<file path="src/rtl/fetch_queue_pkg.sv">
// Shared constants and the stored entry layout for the fetch-to-decode queue.
package fetch_queue_pkg;

    localparam int INSTR_W = 32;
    localparam int ENTRY_W = 32 + INSTR_W;
    localparam logic [31:0] PC_STEP = 32'd4;
    localparam logic [INSTR_W-1:0] NOP_INSTR = 32'h0000_0000;

    typedef struct packed {
        logic [31:0]        pc;
        logic [INSTR_W-1:0] instr;
    } fq_entry_t;

endpackage

</file>
<file path="src/rtl/fetch_queue_mem.sv">
// Entry storage for fetch_queue: one synchronous write port, one asynchronous read port.
module fetch_queue_mem
    import fetch_queue_pkg::*;
#(
    parameter int DEPTH = 4,
    parameter int PTR_W = 2
) (
    input  logic               clk,
    input  logic               wr_en,
    input  logic [PTR_W-1:0]   wr_ptr,
    input  logic [ENTRY_W-1:0] wr_data,
    input  logic [PTR_W-1:0]   rd_ptr,
    output logic [ENTRY_W-1:0] rd_data
);

    // No reset on the array: occupancy lives in the pointers, stale data is never shown.
    logic [ENTRY_W-1:0] mem [DEPTH];

    always_ff @(posedge clk) begin
        if (wr_en) begin
            mem[wr_ptr] <= wr_data;
        end
    end

    assign rd_data = mem[rd_ptr];

endmodule

</file>
<file path="src/rtl/fetch_queue.sv">
// Decoupling queue between fetch and decode: in-order {pc, instr} pairs with pc+4,
// single-cycle flush for redirects.
module fetch_queue
    import fetch_queue_pkg::*;
#(
    parameter int DEPTH = 4,
    parameter int PTR_W = 2
) (
    input  logic               clk,
    input  logic               reset,
    input  logic               flush,
    input  logic               in_valid,
    output logic               in_ready,
    input  logic [31:0]        in_pc,
    input  logic [INSTR_W-1:0] in_instr,
    output logic               out_valid,
    input  logic               out_ready,
    output logic [31:0]        out_pc,
    output logic [INSTR_W-1:0] out_instr,
    output logic [31:0]        out_pcplus4,
    output logic [PTR_W:0]     count
);

    localparam logic [PTR_W:0] FULL_COUNT = (PTR_W + 1)'(DEPTH);

    logic [PTR_W-1:0] wr_ptr;
    logic [PTR_W-1:0] rd_ptr;
    logic             push;
    logic             pop;
    fq_entry_t        wr_entry;
    fq_entry_t        head;

    // Ready depends only on occupancy (and reset), never on the decode side.
    assign in_ready  = reset && (count != FULL_COUNT);
    assign out_valid = (count != '0);
    assign push      = in_valid && in_ready;
    assign pop       = out_valid && out_ready;

    assign wr_entry.pc    = in_pc;
    assign wr_entry.instr = in_instr;

    fetch_queue_mem #(
        .DEPTH (DEPTH),
        .PTR_W (PTR_W)
    ) u_mem (
        .clk     (clk),
        .wr_en   (push && !flush),
        .wr_ptr  (wr_ptr),
        .wr_data (wr_entry),
        .rd_ptr  (rd_ptr),
        .rd_data (head)
    );

    always_ff @(posedge clk or negedge reset) begin
        if (!reset) begin
            wr_ptr <= '0;
            rd_ptr <= '0;
            count  <= '0;
        end else if (flush) begin
            wr_ptr <= '0;
            rd_ptr <= '0;
            count  <= '0;
        end else begin
            if (push) begin
                wr_ptr <= wr_ptr + 1'b1;
            end
            if (pop) begin
                rd_ptr <= rd_ptr + 1'b1;
            end
            case ({push, pop})
                2'b10:   count <= count + 1'b1;
                2'b01:   count <= count - 1'b1;
                default: count <= count;
            endcase
        end
    end

    // An empty queue presents a zero PC and a NOP so decode never sees stale storage.
    assign out_pc      = out_valid ? head.pc : 32'h0;
    assign out_instr   = out_valid ? head.instr : NOP_INSTR;
    assign out_pcplus4 = out_valid ? (head.pc + PC_STEP) : 32'h0;

endmodule

</file>
<file path="config.mk">
export PLATFORM = sky130hd
export DESIGN_NAME = fetch_queue
export DESIGN_NICKNAME = d
export VERILOG_FILES = /design/src/rtl/fetch_queue_pkg.sv /design/src/rtl/fetch_queue_mem.sv /design/src/rtl/fetch_queue.sv
export SDC_FILE = /design/constraint.sdc
export NUM_CORES = 1
export LEC_CHECK = 0
export CORE_MARGIN = 3
export CORE_UTILIZATION = 40
export DETAILED_ROUTE_END_ITERATION = 6
export DONT_BUFFER_PORTS = 1
export PLACE_DENSITY = 0.59
export SLEW_MARGIN = 20
export SYNTH_ARGS = -nofsm -noshare
export SYNTH_HDL_FRONTEND = slang
export SYNTH_SLANG_ARGS = --single-unit
</file>
<file path="constraint.sdc">
create_clock -name clk -period 9.95 [get_ports clk]
set_clock_uncertainty 0.05 [all_clocks]
set_input_delay 1.99 -clock clk [delete_from_list [all_inputs] [get_ports clk]]
set_output_delay 1.99 -clock clk [all_outputs]
set_load 0.005 [all_outputs]
</file>
==> metrics <==
status=complete, no violations; Worst Setup Path Type=flip-flop to output pin; kind of cell adding the most delay to the critical path=simple AND/OR/NAND/NOR gates; maxcap violations=0; setup TNS=0 ns; Worst IR Drop VDD=0.143 mV; relative slew slack=30.3%; CTS Buffer Depth=3; PwrDens=257 mW/mm^2; fill count=2280; worst skew pair latency=0.53 ns; post-synthesis cell type count=42; largest net degree at the start of global routing=67; total grt overflow=0; Avg WL per Cell=23.2 microns; post-cts sizing count=0; antenna viol nets, final=0; H-tree level count=1; routability cong.=0.830; R2R Path End=u_mem.mem[3][23]$_DFFE_PP_; Tmin final=6.01 ns; number of synthesized flops with an enable pin=256; RSZ-0062 raised after global routing=false; Lkg Pwr=3.77 nW; Top FF cell, synth=edfxtp_1; Reg2Reg Depth=5; post-synthesis cell count=579; Iteration-0 DRC Markers=248; initial antenna violation count=0; drt pass-1 iters=7; crit path DAT=3.97 ns; slowest stage delay, CP=1.07 ns; Post-Syn Area=0.0110 sq mm; Die W=172 microns; slowest CP cell=dfrtp_4; vias per cell=5.58; Setup-failing EPs final=0; CTS sink cnt=263; Critical path buffers and inverters=0; DRC=0; Synth Area per Inst=19.0 sq um; synthesis-to-layout area growth=10.6%; YS warnings=0; Seq/Total Area, Yosys=71.6%; crit-path cells=mux4_1 > and4_1 > nand4_1 > nor3_1 > mux2_2; Worst EP required=7.91 ns; Worst Tran Pin Value=1.05 ns; hpwl dp=12900 microns; first-pass GRT wire length=32400 microns; hold path endpoint=wr_ptr[1]$_DFFE_PN0P_; CTS tree=yes; Worst Min Path Start=wr_ptr[1]$_DFFE_PN0P_; Die Y=172 microns; Nets=655; via count=5236; flop2flop setup slack=7.33 ns; period utilization=60.4%; root buffer cell=clkbuf_16; GRT Total Usage=14.4%; Core Rows=60; antenna cells=0; hold slack=0.546 ns; fin. max-slew vios=0; Hold Buf Count CTS=0; Async S/R FF share, synth=2.66%; FMAX=0.166 GHz; HP Class=flip-flop to flip-flop; final WL=21800 microns; #FFs+latches synth=263; CTS Buf Count=28; syn_nets=654; critical-path maximum fanout=65; PortBufs=0; post-CTS setup buffer count=0; layout cells sized above 1=16.9%; vias in the first global route=5556; I/O pins=170; Worst Hold Path Cells=2; final hold viol count=0; Initial Util=40.7%; core area=0.0270 sq mm; Startpoint Class=flip-flop; Worst-path clk slew=0.06 ns; die area=0.0295 sq mm; R2R Path Start=count[0]$_DFFE_PN0P_; CP endpoint kind=output pin
cell families (layout without fill, tap and decap cells):
kind of cell	after synthesis	in the layout	share of synthesized area [%]
AO/OA/AOI/OAI	22	22	1.26
buffers and inverters	37	56	1.74
AND/OR/NAND/NOR	161	161	8.47
flip-flops	263	263	71.6
adder cells (fa/ha/maj)	6	6	0.752
XOR/XNOR	18	18	1.44
multiplexers	72	72	14.7
layer usage:
metal	track usage [%]	up-vias	routed length [microns]
met4	3.74	0	486
met1	15.9	2674	8090
met2	25.6	198	10800
met5	0	-	0
li1	-	2322	-
met3	6.34	42	2390
how the worst max path moves through the flow:
stage	from	to	cells past startpoint
2_1_floorplan	rd_ptr[0]$_DFFE_PN0P_	out_pcplus4[28]	8
3_3_place_gp	rd_ptr[1]$_DFFE_PN0P_	out_pcplus4[31]	5
3_5_place_dp	rd_ptr[1]$_DFFE_PN0P_	out_pcplus4[31]	5
4_1_cts	rd_ptr[1]$_DFFE_PN0P_	out_pcplus4[31]	5
5_1_grt	rd_ptr[1]$_DFFE_PN0P_	out_pcplus4[31]	5
6_report	rd_ptr[1]$_DFFE_PN0P_	out_pcplus4[31]	5
stage by stage:
step,setup WS (ns),std cells,util (%),cell area (sq um),total power (W)
finish,3.94,939,45.0,12100,0.00312
global route,3.60,939,45.0,12100,0.00329
CTS,3.85,939,45.0,12100,0.00317
detailed placement,4.42,891,41.8,11300,0.00220
global placement,4.50,891,41.8,11300,0.00217
floorplan,5.39,579,-,11000,0.00200
final cells by class:
type | instances | area (sq um) | area share (%)
sequential | 263 | 7870 | 64.8
multi-input combinational | 279 | 2940 | 24.2
clock buffer | 33 | 741 | 6.10
tap | 341 | 427 | 3.51
clock inverter | 15 | 123 | 1.01
inverter | 6 | 23.8 | 0.196
timing repair buffer | 2 | 15.0 | 0.124
layout by cell type, fill, tap and decap left out, types with 7 or more instances in the layout:
cell type / instances
nand2_1: 14
nor3_1: 7
and2_1: 65
o31ai_1: 7
mux4_2: 40
mux4_1: 24
xor2_1: 10
a21oi_1: 9
clkbuf_16: 29
nand4_1: 9
nor2_1: 29
xnor2_1: 8
edfxtp_1: 256
where the power goes:
| group | internal (W) | leakage [nW] | total, W | switching, W |
|---|---|---|---|---|
| Clock | 0.000576 | 0.420 | 0.000967 | 0.000390 |
| Sequential | 0.00126 | 2.40 | 0.00132 | 0.0000661 |
| Combinational | 0.000339 | 0.944 | 0.000829 | 0.000490 |
| Total | 0.00217 | 3.77 | 0.00312 | 0.000946 |
synthesized netlist by cell type, types with 2 or more instances:
master / number / area (sq um)
buf_6: 2 / 22.5
nor3_1: 8 / 40.0
buf_1: 3 / 11.3
or3_1: 3 / 18.8
ha_1: 5 / 62.6
inv_1: 6 / 22.5
and4_1: 4 / 35.0
nor4_1: 3 / 18.8
mux4_1: 24 / 631
nand3_1: 6 / 30.0
and2_1: 69 / 432
mux4_2: 40 / 901
or4_1: 6 / 45.0
buf_4: 3 / 22.5
o21ai_0: 3 / 15.0
and3_1: 2 / 12.5
nand4_1: 9 / 56.3
xor2_1: 10 / 87.6
nor2_1: 29 / 109
xnor2_1: 8 / 70.1
nand2_1: 14 / 52.6
o31ai_1: 7 / 52.6
buf_2: 8 / 40.0
dfrtp_1: 7 / 175
edfxtp_1: 256 / 7690
mux2_2: 5 / 56.3
clkbuf_1: 14 / 52.6
mux2i_1: 3 / 30.0
a21oi_1: 9 / 45.0
flip-flops by register name (all words and copies together) (netlist names):
name and count:
count 3, wr_ptr 2, rd_ptr 2, u_mem.mem 256
worst min-delay path, delay by kind of cell, from the launching register on:
kind | cells | cell delay [ns]
DFF | 1 | 0.39
and+or+nand+nor | 1 | 0.08
muxes | 1 | 0.09
No activity file was read; power rests on OpenSTA's default activity.
